`src/rtl/rtc_snap_pkg.sv`:
```
// rtc_snap_pkg: shared types for the RTC time snapshot block.
// Packed time layout, FSM state encoding and time width.
package rtc_snap_pkg;

  localparam int RTC_TIME_W = 44;

  typedef struct packed {
    logic [11:0] year;
    logic [3:0]  month;
    logic [4:0]  dom;
    logic [2:0]  dow;
    logic [1:0]  mode;
    logic [5:0]  hour;
    logic [5:0]  min;
    logic [5:0]  sec;
  } rtc_time_t;

  typedef enum logic [2:0] {
    S_IDLE,
    S_SETTLE,
    S_SAMPLE,
    S_VERIFY,
    S_PRESENT
  } snap_state_e;

endpackage

```
`src/rtl/rtc_time_snapshot_if.sv`:
```
// rtc_time_snapshot_if: snapshot valid/ready handshake bundle.
// master = snapshot producer, slave = register-file consumer.
interface rtc_time_snapshot_if;
  import rtc_snap_pkg::*;

  rtc_time_t snap_time;
  logic      snap_valid;
  logic      snap_ready;

  modport master (
    output snap_time,
    output snap_valid,
    input  snap_ready
  );

  modport slave (
    input  snap_time,
    input  snap_valid,
    output snap_ready
  );

endinterface

```
`src/rtl/rtc_tick_sync.sv`:
```
// rtc_tick_sync: synchroniser chain plus registered rising-edge detector
// for the asynchronous 1 Hz tick.
module rtc_tick_sync #(
  parameter int SYNC_STAGES = 2
) (
  input  logic clk_i,
  input  logic rst_i,
  input  logic tick_async_i,
  output logic tick_o
);

  logic [SYNC_STAGES-1:0] sync_q;
  logic [1:0]             edge_q;

  always_ff @(posedge clk_i) begin
    if (rst_i) begin
      sync_q <= '0;
      edge_q <= '0;
      tick_o <= 1'b0;
    end else begin
      sync_q <= {sync_q[SYNC_STAGES-2:0], tick_async_i};
      edge_q <= {edge_q[0], sync_q[SYNC_STAGES-1]};
      tick_o <= edge_q[0] & ~edge_q[1];
    end
  end

endmodule

```
`src/rtl/rtc_time_snapshot.sv`:
```
// rtc_time_snapshot: settle, double-sample and present a coherent time snapshot.
// Optional RTC_SNAP_PARITY_EN adds snap_parity_o (even parity of snap_time).
module rtc_time_snapshot
  import rtc_snap_pkg::*;
#(
  parameter int SYNC_STAGES   = 2,
  parameter int SETTLE_CYCLES = 4,
  parameter int MAX_RETRY     = 7
) (
  input  logic      clk_i,
  input  logic      rst_i,
  input  logic      tick_async_i,
  input  logic      enable_i,
  input  logic      snap_req_i,
  input  rtc_time_t cur_time_i,
  rtc_time_snapshot_if.master snap_if,
  output logic      tick_o,
  output logic      overrun_o,
  output logic      unstable_o,
`ifdef RTC_SNAP_PARITY_EN
  output logic      snap_parity_o,
`endif
  input  logic      flags_clr_i
);

  localparam logic [3:0] CNT_LOAD = 4'(SETTLE_CYCLES - 1);
  localparam logic [2:0] RTRY_MAX = 3'(MAX_RETRY);

  snap_state_e state_q, state_d;
  logic [3:0]  cnt_q, cnt_d;
  logic [2:0]  retry_q, retry_d;
  logic        pend_q, pend_d;
  rtc_time_t   shadow_q, shadow_d;
  rtc_time_t   snap_q, snap_d;
  logic        ovr_q, ovr_set;
  logic        uns_q, uns_set;
  logic        ev;
  logic        hs;
  logic        same;

  rtc_tick_sync #(
    .SYNC_STAGES (SYNC_STAGES)
  ) u_sync (
    .clk_i        (clk_i),
    .rst_i        (rst_i),
    .tick_async_i (tick_async_i),
    .tick_o       (tick_o)
  );

  assign ev   = (tick_o | snap_req_i) & enable_i;
  assign hs   = (state_q == S_PRESENT) & snap_if.snap_ready;
  assign same = (cur_time_i == shadow_q);

  always_comb begin
    state_d  = state_q;
    cnt_d    = cnt_q;
    retry_d  = retry_q;
    pend_d   = pend_q;
    shadow_d = shadow_q;
    snap_d   = snap_q;
    ovr_set  = 1'b0;
    uns_set  = 1'b0;
    if (!enable_i) begin
      state_d = S_IDLE;
      pend_d  = 1'b0;
      retry_d = '0;
    end else begin
      unique case (state_q)
        S_IDLE: begin
          if (ev) begin
            state_d = S_SETTLE;
            cnt_d   = CNT_LOAD;
          end
        end
        S_SETTLE: begin
          if (ev)              cnt_d   = CNT_LOAD;
          else if (cnt_q == 0) state_d = S_SAMPLE;
          else                 cnt_d   = cnt_q - 4'd1;
        end
        S_SAMPLE: begin
          if (ev) begin
            state_d = S_SETTLE;
            cnt_d   = CNT_LOAD;
          end else begin
            shadow_d = cur_time_i;
            state_d  = S_VERIFY;
          end
        end
        S_VERIFY: begin
          if (ev) begin
            state_d = S_SETTLE;
            cnt_d   = CNT_LOAD;
          end else if (same || retry_q == RTRY_MAX) begin
            snap_d  = shadow_q;
            state_d = S_PRESENT;
            retry_d = '0;
            uns_set = ~same;
          end else begin
            retry_d = retry_q + 3'd1;
            cnt_d   = CNT_LOAD;
            state_d = S_SETTLE;
          end
        end
        S_PRESENT: begin
          // A request arriving with the handshake restarts directly.
          if (hs) begin
            pend_d = 1'b0;
            if (pend_q || ev) begin
              state_d = S_SETTLE;
              cnt_d   = CNT_LOAD;
            end else begin
              state_d = S_IDLE;
            end
          end else if (ev) begin
            ovr_set = pend_q;
            pend_d  = 1'b1;
          end
        end
        default: state_d = S_IDLE;
      endcase
    end
  end

  always_ff @(posedge clk_i) begin
    if (rst_i) begin
      state_q  <= S_IDLE;
      cnt_q    <= '0;
      retry_q  <= '0;
      pend_q   <= 1'b0;
      shadow_q <= '0;
      snap_q   <= '0;
      ovr_q    <= 1'b0;
      uns_q    <= 1'b0;
    end else begin
      state_q  <= state_d;
      cnt_q    <= cnt_d;
      retry_q  <= retry_d;
      pend_q   <= pend_d;
      shadow_q <= shadow_d;
      snap_q   <= snap_d;
      ovr_q    <= ovr_set | (ovr_q & ~flags_clr_i);
      uns_q    <= uns_set | (uns_q & ~flags_clr_i);
    end
  end

`ifdef RTC_SNAP_PARITY_EN
  logic par_q;

  always_ff @(posedge clk_i) begin
    if (rst_i) par_q <= 1'b0;
    else       par_q <= ^snap_d;
  end

  assign snap_parity_o = par_q;
`endif

  assign snap_if.snap_time  = snap_q;
  assign snap_if.snap_valid = (state_q == S_PRESENT);
  assign overrun_o          = ovr_q;
  assign unstable_o         = uns_q;

endmodule

```
`src/flat_wrapper.sv`:
```
// flat-port wrapper written by rule: the top's interface ports become plain ports
module rtc_time_snapshot_flat import rtc_snap_pkg::*;
#(
  parameter int SYNC_STAGES   = 2,
  parameter int SETTLE_CYCLES = 4,
  parameter int MAX_RETRY     = 7
)
  (clk_i, rst_i, tick_async_i, enable_i, snap_req_i, cur_time_i, tick_o, overrun_o, unstable_o, flags_clr_i, snap_if_snap_time, snap_if_snap_valid, snap_if_snap_ready);
  rtc_time_snapshot_if snap_if_i ();
  input  logic clk_i;
  input  logic rst_i;
  input  logic tick_async_i;
  input  logic enable_i;
  input  logic snap_req_i;
  input  rtc_time_t cur_time_i;
  output logic tick_o;
  output logic overrun_o;
  output logic unstable_o;
  input  logic flags_clr_i;
  output wire logic [$bits(snap_if_i.snap_time)-1:0] snap_if_snap_time;
  output wire logic [$bits(snap_if_i.snap_valid)-1:0] snap_if_snap_valid;
  input wire logic [$bits(snap_if_i.snap_ready)-1:0] snap_if_snap_ready;
  assign snap_if_snap_time = snap_if_i.snap_time;
  assign snap_if_snap_valid = snap_if_i.snap_valid;
  assign snap_if_i.snap_ready = snap_if_snap_ready;
  rtc_time_snapshot #(.SYNC_STAGES(SYNC_STAGES), .SETTLE_CYCLES(SETTLE_CYCLES), .MAX_RETRY(MAX_RETRY)) u_core (.clk_i(clk_i), .rst_i(rst_i), .tick_async_i(tick_async_i), .enable_i(enable_i), .snap_req_i(snap_req_i), .cur_time_i(cur_time_i), .snap_if(snap_if_i), .tick_o(tick_o), .overrun_o(overrun_o), .unstable_o(unstable_o), .flags_clr_i(flags_clr_i));
endmodule
```
`config.mk`:
```
export PLATFORM = sky130hd
export DESIGN_NAME = rtc_time_snapshot_flat
export DESIGN_NICKNAME = d
export VERILOG_FILES = /design/src/rtl/rtc_snap_pkg.sv /design/src/rtl/rtc_time_snapshot_if.sv /design/src/rtl/rtc_tick_sync.sv /design/src/rtl/rtc_time_snapshot.sv /design/src/flat_wrapper.sv
export SDC_FILE = /design/constraint.sdc
export NUM_CORES = 1
export LEC_CHECK = 0
export CORE_ASPECT_RATIO = 2
export CORE_MARGIN = 2
export CORE_UTILIZATION = 40
export DETAILED_ROUTE_END_ITERATION = 10
export DONT_BUFFER_PORTS = 1
export GPL_TIMING_DRIVEN = 0
export PLACE_DENSITY = 0.56
export SLEW_MARGIN = 5
export SYNTH_ARGS = -nofsm -noshare
export SYNTH_HDL_FRONTEND = slang
export SYNTH_SLANG_ARGS = --single-unit
```
`constraint.sdc`:
```
create_clock -name clk_i -period 2.8 [get_ports clk_i]
set_clock_uncertainty 0.05 [all_clocks]
set_input_delay 0.42 -clock clk_i [delete_from_list [all_inputs] [get_ports clk_i]]
set_output_delay 0.42 -clock clk_i [all_outputs]
set_load 0.01 [all_outputs]
```
== After elaboration in Yosys (flattened, before gate mapping) ==
Index checks and enable logic that the tools add are counted.
Storage, ports and cells
  memories kept: 0
  memory bits (writable): 0
  memory bits (read-only): 0
  output and inout port bits: 48
  bits of input ports: 51
  register bits: 106
  bits in latches: 0
  word-level logic and storage cells: 96
Cells by class
  equality and inequality tests: 14
  magnitude comparators: 0
  bitwise gates (word level): 13
  multipliers: 0
  muxes and demuxes: 28
  reduce and logical (&&, ||, !) cells: 14
  shift-type cells: 0
  divide/modulo/power cells: 0
  add/subtract/negate cells: 2
Operators by type and width (count)
  $eq 44x44->1: 1
  $mux 4: 7
  $mux 3: 7
  $pmux 4 s4: 1
  $pmux 3 s5: 1
  $mux 1: 11
  $ne 2x1->1 const B: 5
  $reduce_and 4->1: 2
  $reduce_and 7->1: 1
  $eq 3x2->1 const B: 2
  $eq 3x3->1 const B: 2
  $ne 3x2->1 const B: 2
  $and 1x1->1: 5
  $not 1->1: 5
  $logic_not 4->1: 1
  $reduce_and 2->1: 2
  $reduce_bool 4->1: 1
  $reduce_or 2->1: 2
  $sub 4x1->4 const B: 1
  $add 3x1->3 const B: 1
  $eq 3x1->1 const B: 1
  $logic_not 3->1: 1
  $or 1x1->1: 3
  $reduce_and 3->1: 1
  other kinds (4): 5

== Logic depth before layout (Yosys ltp) ==
Gate-level depths: netlist of the first run.
  depth in word-level cells: 7
  depth in mapped cells: 8
  gate-level depth less buffers: 8

== Cells and area by module ==
From an unflattened synthesis of the first run, not the netlist that was laid out.
Second synthesis, totals
  cell total of the unflattened synthesis: 560
  area, all modules: 4928.5 µm²
By module, submodules not included
  rtc_time_snapshot: cells each 550, instances 1, seq. area each 2021.9 µm², area each 4790.8 µm²
  rtc_tick_sync: cells each 10, instances 1, seq. area each 100.1 µm², area each 137.6 µm²

== Worst setup path before layout of the first run ==
OpenSTA, ideal clock, no wires.
  path type: register to register
  start point: register u_core.cnt_q[0]
  end point: register u_core.cnt_q[2]
  library setup time: 132 ps
  buffers on the path: 0
  stages on the path, launching flop included: 9
  arrival time: 1823 ps
  setup slack: 795 ps
  period minus slack after synthesis: 2005 ps
  data required time: 2618 ps
  cell sequence: dfxtp_1 > inv_1 > ha_1 > nor4b_1 > o311ai_1 > nand3_1 > or4_1 > a21oi_1 > nor3_1
Between the ends
  cells in the longest elaborated chain, start to end: 4
  elaborated cells between the ends (all ways): 7
  those cells by class: add/sub (1); eq/ne (1); mux (3); reduce/logical (2)
Ends and longest elaborated chain
  from (decl): line rtc_time_snapshot.sv:30  | logic [3:0] cnt_q, cnt_d;
  from (signal assigned): line rtc_time_snapshot.sv:136  | cnt_q <= cnt_d;
  $sub 4x1->4: line rtc_time_snapshot.sv:78  | else cnt_d = cnt_q - 4'd1;
  $mux 4: line rtc_time_snapshot.sv:77  | else if (cnt_q == 0) state_d = S_SAMPLE;
  $mux 4: line rtc_time_snapshot.sv:76  | if (ev) cnt_d = CNT_LOAD;
  $pmux 4 s4: line rtc_time_snapshot.sv:68  | unique case (state_q)
Parallel ways exist; a longest one is shown, timed or not. The select of a mux whose other input is x is not followed.
A chain may end at the register's enable or synchronous reset.

== Worst setup path in the final report of the first run ==
  start point: register u_core.shadow_q[27] (netlist name)
  end point: register u_core.snap_q (netlist bit u_core.snap_if.snap_time[32])
Between the ends
  cells in the longest elaborated chain, start to end: 3
Ends and longest elaborated chain
  from (decl): line rtc_time_snapshot.sv:33  | rtc_time_t shadow_q, shadow_d;
  from (signal assigned): line rtc_time_snapshot.sv:139  | shadow_q <= shadow_d;
  $eq 44x44->1: line rtc_time_snapshot.sv:52  | assign same = (cur_time_i == shadow_q);
  $logic_or 1x1->1: line rtc_time_snapshot.sv:93  | end else if (same || retry_q == RTRY_MAX) begin
  $reduce_and 4->1 (no line)
  to (signal assigned): line rtc_time_snapshot.sv:140  | snap_q <= snap_d;
  to (decl): line rtc_time_snapshot.sv:34  | rtc_time_t snap_q, snap_d;
Every way passes these cells.

==> summary.txt, run 1 <==
Status
  – Status: finished clean

Worst setup path
  – Crit. End Element: register
  – Crit path max fanout: 10
  – Crit-path slowest cell: nor4_2
  – Setup CP Type: reg -> reg
  – Crit path buf inv count: 2
  – FF-to-FF path depth: 8
  – Crit-path leading delay family: simple AND/OR/NAND/NOR gates
  – R2R Path End: u_core.snap_if.snap_time[32]
  – CP max stage delay: 0.46 ns
  – Critical Path Sink: u_core.snap_if.snap_time[32]
  – Origin of the critical flop-to-flop path: u_core.shadow_q[27]
  – CP Depth: 8
  – Worst Setup SP: u_core.shadow_q[27]
  – Required @ worst endpoint: just over 3 ns
  – Critical Path Source Type: register
  – WP data arrival: approximately 2.5 ns
  – Reg2reg setup slack: slightly above 0.5 ns
  – Cell Chain, Critical Path: xnor2_1, nand4_1, nor4_2, and3_4, o21ai_2, buf_6, buf_12, mux2i_1

Routing
  – Vias per inst: 5.20
  – DR vias: around 3,700
  – First drt pass iteration count: 4
  – ANT nets after route: 0
  – DRC errors left: 0
  – DR WL/cell: around 18 um
  – Detailed-route wire length: 12.9 mm
  – DRT iter0 DRCs: around 150

Timing
  – # setup viols final: 0
  – Fmax achieved: approximately 440 MHz
  – Slew headroom: 0.550
  – Tmin final: about 2.3 ns
  – RSZ-0062 raised after global routing: false
  – Worst-Margin Slew: slightly below 0.7 ns
  – Setup_tns: 0 ns
  – Final worst slack: ~0.51 ns
  – Final Cycle Share: 0.818
  – Final Max Slew Viols: 0
  – Final Hold Fails: 0

Clock network
  – Clk_lat worst skew: around 0.35 ns
  – Inserted Clock Buffers: 9
  – Root buf cell: clkbuf_16
  – Reg clk slew, reported paths: about 0.070 ns
  – Hold Buf Count CTS: 0
  – Post-CTS Setup Bufs: 0
  – TritonCTS clock tree: built
  – Clock buffer depth: 2
  – Clk sinks: roughly 110
  – Number of gates resized after CTS: 0
  – Htree depth: 3

Logic synthesis
  – Predominant post-synthesis flop cell: dfxtp_1
  – Top cells by area, synth: dfxtp_1 45%, nand2_1 15%, mux2i_1 9.3%
  – Synth top area share: 0.447
  – Yosys warning count: 0
  – FF+latch count, synth: approximately 110
  – EDFF count, synth: 0
  – Count of cell types in the netlist: 48
  – Ys async rst share: 0
  – Gate Count Post-Synth: about 560
  – Post-synth top area cell: dfxtp_1
  – Post-synthesis sequential area ratio: 0.447
  – Mapped Nets: around 610
  – Post-Syn Area: 0.00475 mm2
  – Synth Area per Inst: approximately 8.5 um2

Floorplanning
  – Core Box Area: about 0.012 mm2
  – Initial cell density of the core: 0.409
  – Io pins: 99
  – Num rows: between 50 and 60
  – Die Width: slightly above 80 um
  – Die height: approximately 160 um
  – Die area: 0.0128 mm2

Power
  – Max VDD drop: about 0.00033 V
  – PD cells: 545 mW/mm2
  – Static leakage: 1.95 nW

Placement
  – Placement Setup Slack: a little over 0.4 ns
  – IO Port Bufs: 0
  – Routability congestion estimate from global placement: between 0.8 and 0.9
  – Detailed Place HPWL: ~10 mm

Min path
  – Worst Hold Depth: 1
  – Worst hold path type: in -> reg

Flow run
  – Max-cap violation count: 0

Finish
  – # diodes: 0
  – Most common cell after layout, fill and taps aside: nand2_1
  – Final net count: between 600 and 700
  – Share of cells above drive strength 1: 0.0626
  – P&R area growth vs syn: 9.69%
  – Most frequent cells in the layout: 184 x nand2_1, 106 x dfxtp_1, 47 x a21oi_1

Global route
  – Initial antenna violation count: 0
  – GRT Resource Usage Total: 0.209
  – Largest net degree at the start of global routing: 19
  – Global-route wire length before repair: 19.8 mm
  – Vias in the first global route: ~3,800
  – Gr ovfl total: 0
synthesized netlist by cell type, types with 2 or more instances:
| cell | n |
|---|---|
| nand2_1 | 184 |
| dfxtp_1 | 106 |
| a21oi_1 | 47 |
| mux2i_1 | 44 |
| xnor2_1 | 44 |
| clkbuf_1 | 22 |
| nand4_1 | 12 |
| nor2_1 | 9 |
| nor2b_1 | 9 |
| nand3_1 | 8 |
| buf_2 | 6 |
| inv_1 | 6 |
| o21ai_1 | 6 |
| buf_12 | 4 |
| o21ai_0 | 4 |
| a211oi_1 | 3 |
| ha_1 | 3 |
| o31ai_1 | 3 |
| or3_1 | 3 |
| a221oi_1 | 2 |
| a32oi_1 | 2 |
| and2_1 | 2 |
| and3b_1 | 2 |
| inv_2 | 2 |
| nor3_1 | 2 |
| or4_1 | 2 |
report_power, final:
part           switching [mW]  internal (mW)  total [mW]
combinational          0.0799         0.0454       0.125
sequential            0.00486           1.51        1.52
clock                   0.585          0.615        1.20
total                   0.670           2.17        2.84
how the worst min path moves through the flow:
stage / start / to / slack [ns]
finish: snap_if_snap_ready / u_core.pend_q / 0.11
floorplan: u_core.u_sync.edge_q[1] / u_core.u_sync.tick_o / 0.32
detailed placement: u_core.u_sync.edge_q[1] / u_core.u_sync.tick_o / 0.33
CTS: snap_if_snap_ready / u_core.pend_q / 0.10
global placement: u_core.u_sync.edge_q[1] / u_core.u_sync.tick_o / 0.33
global route: snap_if_snap_ready / u_core.pend_q / 0.11
state kept, by name, indices dropped and copies added, names as in the netlist, 2 cells and up:
register and cells:
u_core.shadow_q 44, u_core.state_q 3, u_core.cnt_q 4, u_core.retry_q 3, u_core.snap_if.snap_time 44, u_core.u_sync.edge_q 2
u_core.u_sync.sync_q 2
metal layers:
metal,GRT usage,up-vias,share of wire
met5,0,-,0
met2,0.418,84,0.59
met4,0.0726,0,0.019
met1,0.186,1756,0.33
met3,0.0673,17,0.065
li1,-,1884,-
cells by family after synthesis:
group	after synthesis	synth area share
AO/OA/AOI/OAI	76	0.0932
XOR/XNOR	44	0.0811
adder cells (fa/ha/maj)	3	0.00790
buffers and inverters	41	0.0492
flip-flops	106	0.447
multiplexers	44	0.0927
AND/OR/NAND/NOR	245	0.229
area by class of cell:
| cell class | count | area, um2 |
|---|---|---|
| inverters | 8 | 30.0 |
| clock inverters | 6 | 50.0 |
| well taps | 145 | 181 |
| clock buffers | 10 | 229 |
| fillers | 1199 | 6420 |
| multi-input cells | 412 | 2400 |
| flip-flops and latches | 106 | 2120 |
| plain buffers | 33 | 204 |
through the flow:
stage / util / total power, mW / instances / instance area [um2] / hold slack (ns)
floorplan: - / 1.64 / 559 / 4750 / 0.317
global placement: 0.424 / 1.68 / 704 / 4930 / 0.332
detailed placement: 0.424 / 1.68 / 704 / 4930 / 0.327
CTS: 0.448 / 2.88 / 720 / 5210 / 0.102
global route: 0.448 / 2.95 / 720 / 5210 / 0.113
finish: 0.448 / 2.84 / 720 / 5210 / 0.112
Note: power is estimated with default switching activity, not from simulation.
==> run 2: changes to the inputs <==
--- a/config.mk
+++ b/config.mk
@@ -11,7 +11,7 @@
 export DETAILED_ROUTE_END_ITERATION = 10
 export DONT_BUFFER_PORTS = 1
 export GPL_TIMING_DRIVEN = 0
-export PLACE_DENSITY = 0.56
+export PLACE_DENSITY = 0.58
 export SLEW_MARGIN = 5
 export SYNTH_ARGS = -nofsm -noshare
 export SYNTH_HDL_FRONTEND = slang
==> constraint.sdc (replaced) <==
create_clock -name clk_i -period 1.9 [get_ports clk_i]
set_clock_uncertainty 0.05 [all_clocks]
set_input_delay 0.285 -clock clk_i [delete_from_list [all_inputs] [get_ports clk_i]]
set_output_delay 0.285 -clock clk_i [all_outputs]
set_load 0.01 [all_outputs]
==> run 2 against run 1 <==
Net effect: the flow now finishes with violations (negative setup slack); final cell count increased by 2.4%; utilization up 4.7 points; worst setup slack got worse by 0.65 ns; first-iteration DRC count up 19%; die area did not move; critical path type unchanged; largest cell class unchanged.
==> summary.txt, run 2 (synthesized netlist as in run 1, its figures left out) <==
Status
  – Status: complete, but fails checks
  – Failing checks: negative setup slack

Min path
  – Worst hold path type: in -> reg
  – Worst Hold Depth: 2

Floorplanning
  – Core Box Area: about 0.012 mm2
  – Die height: ~160 um
  – Initial cell density of the core: 0.409
  – Num rows: 56
  – Die area: approximately 0.013 mm2
  – Die Width: 81.1 um
  – Io pins: 99

Routing
  – DR WL/cell: 18.5 um
  – DRC errors left: 0
  – DRT iter0 DRCs: between 150 and 200
  – DR vias: approximately 3,900
  – Detailed-route wire length: 13.6 mm
  – First drt pass iteration count: 4
  – Vias per inst: 5.30
  – ANT nets after route: 0

Clock network
  – Inserted Clock Buffers: 9
  – Reg clk slew, reported paths: roughly 0.08 ns
  – Htree depth: 3
  – Root buf cell: clkbuf_16
  – Clock buffer depth: 2
  – Clk sinks: ~110
  – Clk_lat worst skew: around 0.35 ns
  – TritonCTS clock tree: built

Timing
  – Fmax achieved: slightly below 500 MHz
  – Final Cycle Share: 1.07
  – RSZ-0062 raised after global routing: true
  – Slew headroom: 0.490
  – Final Max Slew Viols: 0
  – Hold WS: between 0.01 and 0.015 ns
  – Tmin final: about 2.0 ns
  – Worst-Margin Slew: approximately 0.76 ns
  – Final worst slack: -0.139 ns
  – # setup viols final: 44
  – Final Hold Fails: 0

Worst setup path
  – Critical Path Source Type: register
  – Cell Chain, Critical Path: xnor2_4, nand4_1, nor4_4, and3_4, o21ai_2, buf_12, buf_12, mux2i_2
  – Crit. End Element: register
  – Setup CP Type: reg -> reg
  – CP max stage delay: between 0.3 and 0.4 ns
  – Required @ worst endpoint: 2.09 ns
  – Crit-path slowest cell: dfxtp_4
  – FF-to-FF path depth: 8
  – Crit-path most repeated cell: buf_12
  – WP data arrival: between 2 and 2.5 ns
  – Crit path max fanout: 9

Finish
  – Final std cells w/o fill: ~740
  – Fillers: roughly 1,100
  – P&R area growth vs syn: 21.1%
  – # diodes: 0
  – Final core utilization: 0.495
  – Final net count: between 600 and 700
  – Final instance area: about 0.0058 mm2
  – Most frequent cells in the layout: 183 x nand2_1, 89 x dfxtp_1, 46 x a21oi_1
  – Share of cells above drive strength 1: 0.184
  – Most common cell after layout, fill and taps aside: nand2_1

Power
  – Register share of total power: 0.504
  – PD cells: between 700 and 800 mW/mm2
  – Max VDD drop: between 0.0004 and 0.0005 V
  – Clock power frac: 0.440
  – Psw: approximately 1.0 mW
  – Switching share of total power: 0.231
  – Combinational share of power: 0.056
  – Static leakage: approximately 2.2 nW
  – Final Power: 4.43 mW
  – P_int: 3.41 mW

Global route
  – Global-route wire length before repair: around 20 mm
  – Gr ovfl total: 0
  – Met3 Use GR: 0.0599
  – Largest net degree at the start of global routing: 19
  – GRT Resource Usage Total: 0.213
  – Met1 usage: 0.200
  – Busiest grt layer: met2
  – Vias in the first global route: ~3,800
  – Initial antenna violation count: 0
  – GR Util met2: 0.399

Placement
  – IO Port Bufs: 0
  – Routability congestion estimate from global placement: 0.883
  – Placed Cells: between 700 and 800
  – Detailed Place HPWL: 10.3 mm
  – Area after DPL: ~0.005 mm2

Flow run
  – Max-cap violation count: 0
## run 2: metrics by stage
stage / setup TNS (ns) / setup slack, ns
6_report: -5.09 / -0.139
5_1_grt: -7.36 / -0.187
4_1_cts: -3.90 / -0.116
3_5_place_dp: -21.30 / -0.389
3_3_place_gp: -20.80 / -0.386
2_1_floorplan: 0 / 0.0335
## run 2: what timing repair did
| action | 4_1_cts | 5_1_grt |
|---|---|---|
| endpoints found under the hold margin | 1 | 0 |
| hold buffers | 1 | 0 |
| setup endpoints to repair | 96 | 95 |
| pin swaps | 14 | 23 |
| gates cloned | 0 | 2 |
| gates resized for setup | 36 | 46 |
| setup buffers | 9 | 9 |
## run 2: final cells by class
| type | instances | area [um2] | share of cell area |
|---|---|---|---|
| sequential | 106 | 2150 | 0.373 |
| multi-input combinational | 412 | 2640 | 0.458 |
| clock inverter | 6 | 73.8 | 0.0128 |
| timing repair buffer | 19 | 196 | 0.0341 |
| clock buffer | 10 | 239 | 0.0415 |
| inverter | 8 | 30.0 | 0.00522 |
| tap | 145 | 181 | 0.0315 |
| buffer | 31 | 253 | 0.0439 |
## run 2: routing by layer
metal | share of wire | wire length, um
met1 | 0.32 | 4380
met2 | 0.57 | 7780
met5 | 0 | 0
met4 | 0.047 | 641
met3 | 0.059 | 802
## run 2: power by group through the flow
stage          clock network (mW)  logic [mW]  registers, mW
4_1_cts                      1.97       0.217           2.23
3_5_place_dp                    0       0.187           2.29
6_report                     1.95       0.248           2.23
3_3_place_gp                    0       0.184           2.29
5_1_grt                      2.06       0.268           2.23
2_1_floorplan                   0       0.134           2.29
## run 2: final timing paths
path         slack [ns]                            to               startpoint
min reg2reg        0.34          u_core.u_sync.tick_o  u_core.u_sync.edge_q[1]
max reg2reg       -0.14  u_core.snap_if.snap_time[40]      u_core.shadow_q[27]
max               -0.14  u_core.snap_if.snap_time[40]      u_core.shadow_q[27]
min                0.01            u_core.shadow_q[7]            cur_time_i[7]
## run 2: worst max-delay path: cells and delay by family, from the launching register on
kind	cells	cell delay, ns
and+or+nand+nor	3	0.78
DFF	1	0.37
buffers and inverters	2	0.30
xor gates and xnor gates	1	0.22
muxes	1	0.14
AOI/OAI and AO/OA	1	0.07
